`config.mk`:
```
export PLATFORM = sky130hd
export DESIGN_NAME = puerta_ctrl
export DESIGN_NICKNAME = d
export VERILOG_FILES = /design/src/rtl/puerta_pkg.sv /design/src/rtl/puerta_cnt.sv /design/src/rtl/puerta_ctrl.sv
export SDC_FILE = /design/constraint.sdc
export NUM_CORES = 1
export LEC_CHECK = 0
export ABC_AREA = 0
export BUFFER_PORTS_ARGS = -buffer_cell sky130_fd_sc_hd__buf_2
export CAP_MARGIN = 20
export CORE_AREA = 8 8 45 47
export DETAILED_ROUTE_END_ITERATION = 10
export DIE_AREA = 0 0 53 55
export SETUP_SLACK_MARGIN = 0.05
export SYNTH_ARGS = -nofsm -noshare
export SYNTH_HDL_FRONTEND = slang
export SYNTH_SLANG_ARGS = --single-unit
export TNS_END_PERCENT = 50
```
`constraint.sdc`:
```
create_clock -name clk -period 2 [get_ports clk]
set_input_delay 0.3 -clock clk [delete_from_list [all_inputs] [get_ports clk]]
set_output_delay 0.3 -clock clk [all_outputs]
set_load 0.01 [all_outputs]
```
`src/rtl/puerta_pkg.sv`:
```
// rtl/puerta_pkg.sv - door state encodings and default timing shared with the timeout block
package puerta_pkg;

  localparam logic [1:0] EST_CERRADA  = 2'b00;
  localparam logic [1:0] EST_ABIERTA  = 2'b01;
  localparam logic [1:0] EST_ABRIENDO = 2'b10;
  localparam logic [1:0] EST_CERRANDO = 2'b11;

  localparam int T_MOVE_DEF     = 4;
  localparam int MAX_REOPEN_DEF = 3;

  typedef enum logic [1:0] {
    CERRADA  = EST_CERRADA,
    ABIERTA  = EST_ABIERTA,
    ABRIENDO = EST_ABRIENDO,
    CERRANDO = EST_CERRANDO
  } estado_e;

endpackage

```
`src/rtl/puerta_cnt.sv`:
```
// rtl/puerta_cnt.sv - loadable down-counter timing door travel
module puerta_cnt #(
  parameter int W = 2
) (
  input  logic         clk,
  input  logic         rst_n,
  input  logic         load,
  input  logic [W-1:0] load_val,
  input  logic         en,
  output logic [W-1:0] value,
  output logic         zero
);

  logic [W-1:0] cnt_q;

  // load has priority so a reversal can retarget the counter mid-travel
  always_ff @(posedge clk or negedge rst_n) begin
    if (!rst_n) begin
      cnt_q <= '0;
    end else if (load) begin
      cnt_q <= load_val;
    end else if (en) begin
      cnt_q <= cnt_q - W'(1);
    end
  end

  assign value = cnt_q;
  assign zero  = (cnt_q == '0);

endmodule

```
`src/rtl/puerta_ctrl.sv`:
```
// rtl/puerta_ctrl.sv - elevator door FSM; REOPEN_LIMIT_EN enables the obstruction reopen limit
module puerta_ctrl
  import puerta_pkg::*;
#(
  parameter int T_MOVE     = T_MOVE_DEF,
  parameter int MAX_REOPEN = MAX_REOPEN_DEF
) (
  input  logic       clk,
  input  logic       rst_n,
  input  logic       abrir,
  input  logic       cerrar,
  input  logic       moviendo,
  input  logic       obstaculo,
  input  logic       timeout,
  output logic [1:0] estado,
  output logic       motor_abrir,
  output logic       motor_cerrar,
  output logic       puertas_cerradas,
  output logic       falla,
  output logic       alarma
);

  localparam int            CW        = $clog2(T_MOVE);
  localparam logic [CW-1:0] LOAD_FULL = CW'(T_MOVE - 1);

  estado_e       state_q;
  estado_e       state_d;
  logic [CW-1:0] cnt;
  logic          cnt_zero;
  logic          cnt_load;
  logic [CW-1:0] cnt_load_val;
  logic          cnt_en;
  logic          obst_rev;
  logic          falla_q;

  puerta_cnt #(.W(CW)) u_cnt (
    .clk      (clk),
    .rst_n    (rst_n),
    .load     (cnt_load),
    .load_val (cnt_load_val),
    .en       (cnt_en),
    .value    (cnt),
    .zero     (cnt_zero)
  );

`ifdef REOPEN_LIMIT_EN
  localparam int RW = $clog2(MAX_REOPEN + 1);

  logic [RW-1:0] reopen_q;
  logic          at_limit;

  assign at_limit = (reopen_q == RW'(MAX_REOPEN));
  assign obst_rev = obstaculo && !at_limit;

  // obst_rev is already gated by at_limit, so the increment saturates
  always_ff @(posedge clk or negedge rst_n) begin
    if (!rst_n) begin
      reopen_q <= '0;
    end else if (state_q == CERRANDO && state_d == CERRADA) begin
      reopen_q <= '0;
    end else if (state_q == CERRANDO && obst_rev) begin
      reopen_q <= reopen_q + RW'(1);
    end
  end

  assign alarma = at_limit;
`else
  assign obst_rev = obstaculo;
  assign alarma   = 1'b0;
`endif

  always_ff @(posedge clk or negedge rst_n) begin
    if (!rst_n) begin
      state_q <= CERRADA;
    end else begin
      state_q <= state_d;
    end
  end

  always_comb begin
    state_d      = state_q;
    cnt_load     = 1'b0;
    cnt_load_val = LOAD_FULL;
    cnt_en       = 1'b0;
    case (state_q)
      CERRADA: begin
        if (abrir && !moviendo) begin
          state_d  = ABRIENDO;
          cnt_load = 1'b1;
        end
      end
      ABRIENDO: begin
        if (cnt_zero) begin
          state_d = ABIERTA;
        end else begin
          cnt_en = 1'b1;
        end
      end
      ABIERTA: begin
        if ((timeout || cerrar) && !abrir && !obstaculo) begin
          state_d  = CERRANDO;
          cnt_load = 1'b1;
        end
      end
      CERRANDO: begin
        // reopening retraces exactly the distance already closed
        if (abrir || obst_rev) begin
          state_d      = ABRIENDO;
          cnt_load     = 1'b1;
          cnt_load_val = LOAD_FULL - cnt;
        end else if (cnt_zero) begin
          state_d = CERRADA;
        end else begin
          cnt_en = 1'b1;
        end
      end
      default: state_d = CERRADA;
    endcase
  end

  always_ff @(posedge clk or negedge rst_n) begin
    if (!rst_n) begin
      falla_q <= 1'b0;
    end else if (moviendo && state_q != CERRADA) begin
      falla_q <= 1'b1;
    end
  end

  assign estado           = state_q;
  assign motor_abrir      = (state_q == ABRIENDO);
  assign motor_cerrar     = (state_q == CERRANDO);
  assign puertas_cerradas = (state_q == CERRADA);
  assign falla            = falla_q;

endmodule

```
==> metrics.txt <==
final worst path period need=approximately 1800 ps; RSZ-0062 raised after global routing=no; dominant cell type by area after synthesis=dfrtp_1; area grow syn2layout=28.2%; Worst path top cell family by delay=flip-flops; CP cell instances=ha_1, nor3b_1, o21bai_1, and3_1, mux2_2; DR vias=340; Slowest Stage Delay on Critical Path=420 ps; largest net degree at the start of global routing=6; final cycle utilization of the critical path=89.5%; status=completed; first-pass GRT wire length=1.44 mm; synth unique cells=22; die width=53 um; drc violations=0; # fillers=roughly 150; initial antenna violation count=0; CTS tree=done; Crit path depth=5; Max VDD drop=0.000472 V; all-layer global routing usage=under 10%; Final Max Slew Viols=0; FMAX=558 MHz; Post-Syn Area=between 300 and 400 um2; GRT overflow=0; drt wl/cell=11.8 um; worst path required time=2120 ps; skew final=0.240 ps; clock sink count=5; IO buf count=12; Placed Cells incl. Taps=68; io pins=14; RePlAce Congestion=0.760; final hold vios=0; setup TNS=0 ps; H-tree depth=1; Arr. time, crit path=1910 ps; Nets=70; Worst Path Buf+Inv=0; FF+latch count, synth=5; Die Span Y=~55 um; Post-CTS Repair Setup Buffers=0; Final Setup Violations=0; row cnt=14; reg2reg start=estado[0]; critical path class=reg -> reg; LEAKAGE=0.000260 uW; Antenna Nets Post-Route=0; Syn Nets=53; Core Region=1380 um2; end point of the critical path=estado[0]; HPWL Detailed=737 um; Ys Warns=0; Crit. End Element=flip-flop; Mapped Cells=41; number of global-route vias before repair=335; synth top area cells=dfrtp_1 32%, ha_1 16%, inv_1 6.8%; register area=125 um2; DIE AREA=slightly below 3000 um2; drt initial violations=0; First-pass DRT Iterations=1; antenna fix cells=0; Seq/Total Area, Yosys=roughly a third; final cell count without fillers=73; Worst Setup Start Kind=flip-flop; clk_lat worst skew=approximately 230 ps; root buffer cell=clkbuf_4; multi-input logic area=around 230 um2; Worst-path clk slew=40 ps; Post-Route WL=862 um; crit-path max FO=5; CTS Buf Count=3; Initial Util=27.9%; CP max stage cell=dfrtp_1; Synth top area share=between 30% and 40%; reg2reg end=estado[0]; MaxCap Viol Count=0; Power per Cell Area=roughly 1500 nW/um2; post-DR vias/cell=4.66; Worst R2R Path Depth=5; Worst Setup SP=estado[0]; CTS Buffer Depth=2; layout cell share with drive strength beyond 1=approximately a third; worst hold path class=in -> reg; Mapped Avg Cell Area=9.43 um2; reg2reg setup slack=210 ps
state kept, by name, indices dropped and copies added, names as in the netlist:
name / count
u_cnt.value: 2
estado: 2
falla: 1
placed cells by master (no fill, tap or decap), types with 2 or more instances in the layout:
| cell type | netlist | routed |
|---|---|---|
| inv_1 | 7 | 7 |
| dfrtp_1 | 5 | 5 |
| o21ai_0 | 3 | 3 |
| mux2_2 | 2 | 2 |
| clkbuf_4 | 0 | 3 |
| ha_1 | 5 | 5 |
| buf_2 | 0 | 12 |
| nor2_1 | 3 | 3 |
metrics by stage:
stage / worst slack [ps] / total power (uW) / area, um2 / hold WS, ps / utilization [%]
after detailed placement: 215 / 642 / 459 / 120 / 33.2
after global placement: 237 / 632 / 459 / 119 / 33.2
after floorplan: 252 / 518 / 387 / 4.41 / -
after global routing: 110 / 828 / 495 / 297 / 35.8
final: 209 / 751 / 495 / 306 / 35.8
after CTS: 205 / 765 / 495 / 292 / 35.8
synthesized netlist by cell type:
library cell / n
nor3b_1: 1
dfrtp_1: 5
buf_4: 1
o211a_1: 1
a221oi_2: 1
nor2_1: 3
ha_1: 5
nand2_1: 1
a31o_2: 1
or2_1: 1
o21ai_0: 3
inv_1: 7
nand3b_1: 1
mux2_2: 2
or2_0: 1
a41oi_1: 1
and3_1: 1
o311a_1: 1
o21bai_1: 1
conb_1: 1
a22oi_1: 1
a21o_1: 1
routing by layer:
layer | up-vias | track usage (%) | share of wire (%)
met1 | 154 | 6.27 | 41
met4 | 0 | 6.47 | 0.93
met3 | 2 | 4.28 | 14
li1 | 172 | - | -
met5 | - | 0 | 0
met2 | 12 | 10.7 | 45
cells by family (layout without fill, tap and decap cells):
| kind of cell | after synthesis | count (layout) | synth area share, % |
|---|---|---|---|
| adders and majority gates | 5 | 5 | 16.2 |
| AOI/OAI and AO/OA | 11 | 11 | 23.3 |
| buffers and inverters | 8 | 24 | 8.74 |
| and+or+nand+nor | 9 | 9 | 12.6 |
| DFF | 5 | 5 | 32.4 |
| muxes | 2 | 2 | 5.82 |
| other | 1 | 1 | 0.970 |
how the worst min path moves through the flow:
stage                        start             end  slack [ps]  depth (start not counted)
after floorplan              rst_n       estado[0]           4                          0
after global placement       rst_n  u_cnt.value[1]         120                          1
after detailed placement     rst_n  u_cnt.value[1]         120                          1
after CTS                 moviendo           falla         290                          2
after global routing      moviendo           falla         300                          2
final                     moviendo           falla         310                          2
what timing repair did:
item / 4_1_cts / 5_1_grt
gates resized for setup: 0 / 0
endpoints found under the hold margin: 5 / 0
hold buffers: 1 / 0
cell type report:
| cell class | instances | area share (%) |
|---|---|---|
| clock buffer | 4 | 5.30 |
| inverter | 7 | 5.30 |
| multi-input combinational | 28 | 46.0 |
| sequential | 5 | 25.3 |
| tap | 16 | 4.04 |
| timing repair buffer | 13 | 14.1 |
report_power, final:
group	leakage, uW	switching (uW)	total (uW)	internal (uW)
Sequential	0.0000544	37.1	184	147
Clock	0.0000150	36.8	112	75.1
Combinational	0.000190	239	456	216
Total	0.000260	313	751	438
No activity file was read; power rests on OpenSTA's default activity.
